### src/rtl/val_pkg.sv
// Shared constants and state type for the val_buffer / val_find pair.
package val_pkg;
  localparam int VAL_WIDTH = 4;
  localparam int VAL_DEPTH = 8;
  localparam int VAL_IDX_W = 3;

  typedef enum logic {
    FILL = 1'b0,
    FULL = 1'b1
  } val_buf_state_t;
endpackage : val_pkg

### src/rtl/val_buffer_if.sv
// Sample-in / frame-out handshake bundle between the upstream source, val_buffer and the finder.
interface val_buffer_if
  import val_pkg::*;
#(
  parameter int WIDTH = VAL_WIDTH,
  parameter int DEPTH = VAL_DEPTH,
  parameter int IDX_W = VAL_IDX_W
);
  logic                   i_valid;
  logic [WIDTH-1:0]       i_data;
  logic                   o_ready;
  logic                   i_flush;
  logic [DEPTH*WIDTH-1:0] o_frame;
  logic                   o_frame_valid;
  logic                   i_frame_ack;
  logic [IDX_W:0]         o_count;

  modport master (
    output i_valid, i_data, i_flush, i_frame_ack,
    input  o_ready, o_frame, o_frame_valid, o_count
  );

  modport slave (
    input  i_valid, i_data, i_flush, i_frame_ack,
    output o_ready, o_frame, o_frame_valid, o_count
  );
endinterface : val_buffer_if

### src/rtl/val_buffer.sv
// Packs DEPTH incoming samples into one frame and holds it stable until the finder acks it.
module val_buffer
  import val_pkg::*;
#(
  parameter int WIDTH = VAL_WIDTH,
  parameter int DEPTH = VAL_DEPTH,
  parameter int IDX_W = VAL_IDX_W
) (
  input  logic         i_clk,
  input  logic         i_rst_n,
  val_buffer_if.slave  bus
);
  localparam logic [IDX_W:0] CNT_ZERO = (IDX_W + 1)'(0);
  localparam logic [IDX_W:0] CNT_ONE  = (IDX_W + 1)'(1);
  localparam logic [IDX_W:0] CNT_LAST = (IDX_W + 1)'(DEPTH - 1);

  val_buf_state_t   state_r;
  logic [IDX_W:0]   count_r;
  logic             ready_r;
  logic             frame_valid_r;
  logic [WIDTH-1:0] elem_r [DEPTH];

  // Frame FSM: flush overrides everything; elements are never cleared between frames.
  always_ff @(posedge i_clk or negedge i_rst_n) begin
    if (!i_rst_n) begin
      state_r       <= FILL;
      count_r       <= CNT_ZERO;
      ready_r       <= 1'b1;
      frame_valid_r <= 1'b0;
      for (int k = 0; k < DEPTH; k++) begin
        elem_r[k] <= {WIDTH{1'b0}};
      end
    end else if (bus.i_flush) begin
      state_r       <= FILL;
      count_r       <= CNT_ZERO;
      ready_r       <= 1'b1;
      frame_valid_r <= 1'b0;
    end else begin
      case (state_r)
        FILL: begin
          if (bus.i_valid) begin
            elem_r[count_r[IDX_W-1:0]] <= bus.i_data;
            count_r                    <= count_r + CNT_ONE;
            if (count_r == CNT_LAST) begin
              state_r       <= FULL;
              ready_r       <= 1'b0;
              frame_valid_r <= 1'b1;
            end else begin
              state_r       <= FILL;
              ready_r       <= 1'b1;
              frame_valid_r <= 1'b0;
            end
          end else begin
            state_r <= FILL;
          end
        end
        FULL: begin
          if (bus.i_frame_ack) begin
            state_r       <= FILL;
            count_r       <= CNT_ZERO;
            ready_r       <= 1'b1;
            frame_valid_r <= 1'b0;
          end else begin
            state_r <= FULL;
          end
        end
        default: begin
          state_r       <= FILL;
          count_r       <= CNT_ZERO;
          ready_r       <= 1'b1;
          frame_valid_r <= 1'b0;
        end
      endcase
    end
  end

  for (genvar k = 0; k < DEPTH; k++) begin : g_flatten
    assign bus.o_frame[k*WIDTH +: WIDTH] = elem_r[k];
  end

  assign bus.o_ready       = ready_r;
  assign bus.o_frame_valid = frame_valid_r;
  assign bus.o_count       = count_r;
endmodule : val_buffer

### src/flat_wrapper.sv
// flat-port wrapper written by rule: the top's interface ports become plain ports
module val_buffer_flat import val_pkg::*;
#(
  parameter int WIDTH = VAL_WIDTH,
  parameter int DEPTH = VAL_DEPTH,
  parameter int IDX_W = VAL_IDX_W
)
  (i_clk, i_rst_n, bus_i_valid, bus_i_data, bus_i_flush, bus_i_frame_ack, bus_o_ready, bus_o_frame, bus_o_frame_valid, bus_o_count);
  val_buffer_if #(.WIDTH(WIDTH), .DEPTH(DEPTH), .IDX_W(IDX_W)) bus_i ();
  input  logic i_clk;
  input  logic i_rst_n;
  input wire logic [$bits(bus_i.i_valid)-1:0] bus_i_valid;
  input wire logic [$bits(bus_i.i_data)-1:0] bus_i_data;
  input wire logic [$bits(bus_i.i_flush)-1:0] bus_i_flush;
  input wire logic [$bits(bus_i.i_frame_ack)-1:0] bus_i_frame_ack;
  output wire logic [$bits(bus_i.o_ready)-1:0] bus_o_ready;
  output wire logic [$bits(bus_i.o_frame)-1:0] bus_o_frame;
  output wire logic [$bits(bus_i.o_frame_valid)-1:0] bus_o_frame_valid;
  output wire logic [$bits(bus_i.o_count)-1:0] bus_o_count;
  assign bus_i.i_valid = bus_i_valid;
  assign bus_i.i_data = bus_i_data;
  assign bus_i.i_flush = bus_i_flush;
  assign bus_i.i_frame_ack = bus_i_frame_ack;
  assign bus_o_ready = bus_i.o_ready;
  assign bus_o_frame = bus_i.o_frame;
  assign bus_o_frame_valid = bus_i.o_frame_valid;
  assign bus_o_count = bus_i.o_count;
  val_buffer #(.WIDTH(WIDTH), .DEPTH(DEPTH), .IDX_W(IDX_W)) u_core (.i_clk(i_clk), .i_rst_n(i_rst_n), .bus(bus_i));
endmodule
### config.mk
export PLATFORM = sky130hd
export DESIGN_NAME = val_buffer_flat
export DESIGN_NICKNAME = d
export VERILOG_FILES = /design/src/rtl/val_pkg.sv /design/src/rtl/val_buffer_if.sv /design/src/rtl/val_buffer.sv /design/src/flat_wrapper.sv
export SDC_FILE = /design/constraint.sdc
export NUM_CORES = 1
export LEC_CHECK = 0
export CAP_MARGIN = 30
export CORE_AREA = 2 2 62 64
export CTS_BUF_LIST = sky130_fd_sc_hd__clkbuf_4
export CTS_CLUSTER_SIZE = 12
export DETAILED_ROUTE_END_ITERATION = 10
export DIE_AREA = 0 0 64 66
export PLACE_DENSITY = 0.78
export SLEW_MARGIN = 0
export SYNTH_ARGS = -nofsm -noshare
export SYNTH_HDL_FRONTEND = slang
export SYNTH_SLANG_ARGS = --single-unit
### constraint.sdc
create_clock -name i_clk -period 1.97 [get_ports i_clk]
set_input_delay 0.394 -clock i_clk [delete_from_list [all_inputs] [get_ports i_clk]]
set_output_delay 0.394 -clock i_clk [all_outputs]
set_load 0.005 [all_outputs]
==> flow_summary.json <==
{
  "status": "completed",
  "cpMaxStageDelayCell": "clkdlybuf4s50_1",
  "max_stage_delay_ns": 0.57,
  "antennaDiodeCount": 0,
  "grt_max_degree": 40,
  "cap_violations": 0,
  "areaGrowthSynthToFinish_pct": 37.8,
  "nFillCells": 292,
  "drcViolationCount": 0,
  "post_cts_buffers": 0,
  "grt_pass1_vias": 1163,
  "endpoint_kind": "primary output",
  "synth.avg_cell_area_sq_um": 14.7,
  "critical_path_buf_inv_count": 1,
  "ys_types": 30,
  "hold_buffers": 0,
  "cts.repair.resized": 0,
  "cts.path.max_buffers": 2,
  "max_freq_mhz": 548,
  "ant_nets": 0,
  "drt_wl_total_um": 3440,
  "synth_seq_area_share": 0.592,
  "seq_power_share": 0.479,
  "cp_max_fo": 7,
  "peakVddDrop_uv": 643,
  "synth_fp_nets": 122,
  "rsz0062_at_grt": "no",
  "tns_ns": 0,
  "clock-root-buffer": "clkbuf_4",
  "dp_hpwl_um": 2610,
  "p_switching_uw": 420,
  "drive_gt1_frac": 0.305,
  "final_cell_mix": "clkdlybuf4s50_1, dfrtp_1, mux2_2",
  "tightest_slew_ns": 0.825,
  "cts_made_buffers": 5,
  "synthArstFlopShare": 1.00,
  "holdCritPathClass": "in -> async",
  "dr.first_iter.drc_count": 33,
  "path_delay_family": "buffers and inverters",
  "yosysWarningCount": 0,
  "fp.dieW_um": 64,
  "io_pins": 47,
  "cts.sinks": 39,
  "skew_ns": 0.00769,
  "synth-edff-count": 0,
  "leakagePower_uw": 0.00103,
  "fin_crit_ns": 1.83,
  "core_area_sq_um": 3550,
  "worst_ep_arrival_time_ns": 1.43,
  "setup_viol": 0,
  "cp-start-kind": "flop",
  "wl_per_cell_um": 16.0,
  "track_usage": 0.186,
  "post_synth_instance_area_sq_um": 1650,
  "clk_pin_slew_worst_paths_ns": 0.11,
  "die_y_um": 66,
  "power_density_nw_per_um2": 874,
  "fin_nets": 176,
  "setup.worst_path.class": "reg -> out",
  "vias": 1116,
  "routed_via_density": 5.19,
  "hold_viol": 0,
  "crit_path_cell_trace": "clkdlybuf4s50_1",
  "gp_congestion": 0.776,
  "grt-ovfl-total": 0,
  "syn_inst": 112,
  "ys.flop_type": "dfrtp_1",
  "p_int_uw": 1570,
  "swShare": 0.211,
  "p_clk_frac": 0.329,
  "antenna_found_initial": 0,
  "start_util": 0.465,
  "clock_latency_ns": 0.34,
  "fin_util": 0.641,
  "final_common_cell": "clkdlybuf4s50_1",
  "grt_pass1_wl_um": 5850,
  "cts_tree": "built",
  "post-place-ws_ns": -0.115,
  "min_period_over_period": 0.927,
  "htreeDepth": 2,
  "worstPathRequired_ns": 1.58,
  "hold_slack_ns": 0.144,
  "comb_power_share": 0.192,
  "die-area_sq_um": 4220,
  "numPortBuffers": 46,
  "slew_viol_final": 0,
  "synth_seq_cells": 39,
  "relSlewSlack": 0.450,
  "first_pass_iters": 4,
  "row_count": 22,
  "fin_ws_ns": 0.145
}
==> worst paths after layout <==
check / start / endpoint / slack [ns] / depth (start not counted)
worst min-delay path: i_rst_n / u_core.bus.o_frame[21]$_DFFE_PN0P_ / 0.14 / 1
worst max register to register: u_core.state_r$_DFF_PN0_ / u_core.bus.o_frame[30]$_DFFE_PN0P_ / 0.36 / 3
worst min register to register: u_core.bus.o_frame[7]$_DFFE_PN0P_ / u_core.bus.o_frame[7]$_DFFE_PN0P_ / 0.51 / 1
min in group i_clk: u_core.bus.o_frame[7]$_DFFE_PN0P_ / u_core.bus.o_frame[7]$_DFFE_PN0P_ / 0.51 / 1
worst max-delay path: u_core.bus.o_count[2]$_DFFE_PN0P_ / bus_o_count[2] / 0.14 / 1
max in group asynchronous: i_rst_n / u_core.bus.o_frame_valid$_DFFE_PN0P_ / 1.31 / 1
==> flip-flops by register name, indices dropped and copies added (netlist names) <==
register                  count
u_core.bus.o_count            4
u_core.bus.o_frame           32
u_core.bus.o_frame_valid      1
u_core.bus.o_ready            1
u_core.state_r                1
==> per-stage QoR <==
| stage | total power (uW) | instances | area [sq um] |
|---|---|---|---|
| floorplan | 1080 | 112 | 1650 |
| global placement | 1340 | 207 | 2170 |
| detailed placement | 1360 | 207 | 2170 |
| CTS | 2020 | 215 | 2280 |
| global route | 2100 | 215 | 2280 |
| finish | 1990 | 215 | 2280 |
==> final cells by class <==
type	instances	area, sq um	share of cell area
multi-input combinational	69	644	0.283
timing repair buffer	50	485	0.213
inverter	1	3.75	0.00165
clock inverter	2	60.1	0.0264
sequential	39	977	0.429
tap	48	60.1	0.0264
clock buffer	6	45.0	0.0198
==> power by group through the flow <==
stage          sequential (uW)  clock [uW]  combinational (uW)
6_report                   953         654                 381
5_1_grt                    966         717                 413
4_1_cts                    955         676                 389
3_5_place_dp               972           0                 387
3_3_place_gp               966           0                 375
2_1_floorplan              972           0                 111
==> synthesized netlist by cell type (2+ instances only) <==
cell type	count	area, sq um
mux2_2	28	315
nand3_1	3	15.0
nor2_1	3	11.3
and3_1	2	12.5
buf_6	2	22.5
nand2_1	8	30.0
nor2b_1	2	12.5
a21oi_1	2	10.0
mux2_4	4	60.1
dfrtp_1	38	951
==> per-layer routing <==
metal / global-route usage / share of wire
met5: 0 / 0
met2: 0.320 / 0.51
met1: 0.227 / 0.42
met3: 0.0562 / 0.064
met4: 0.0489 / 0.010
==> logic make-up after synthesis <==
kind of cell	Yosys count	share of synthesized area
buffers and inverters	4	0.0182
AND/OR/NAND/NOR	28	0.121
flip-flops	39	0.592
multiplexers	32	0.227
AO/OA/AOI/OAI	8	0.0341
adder cells (fa/ha/maj)	1	0.00757
(Power assumes the default switching activity.)
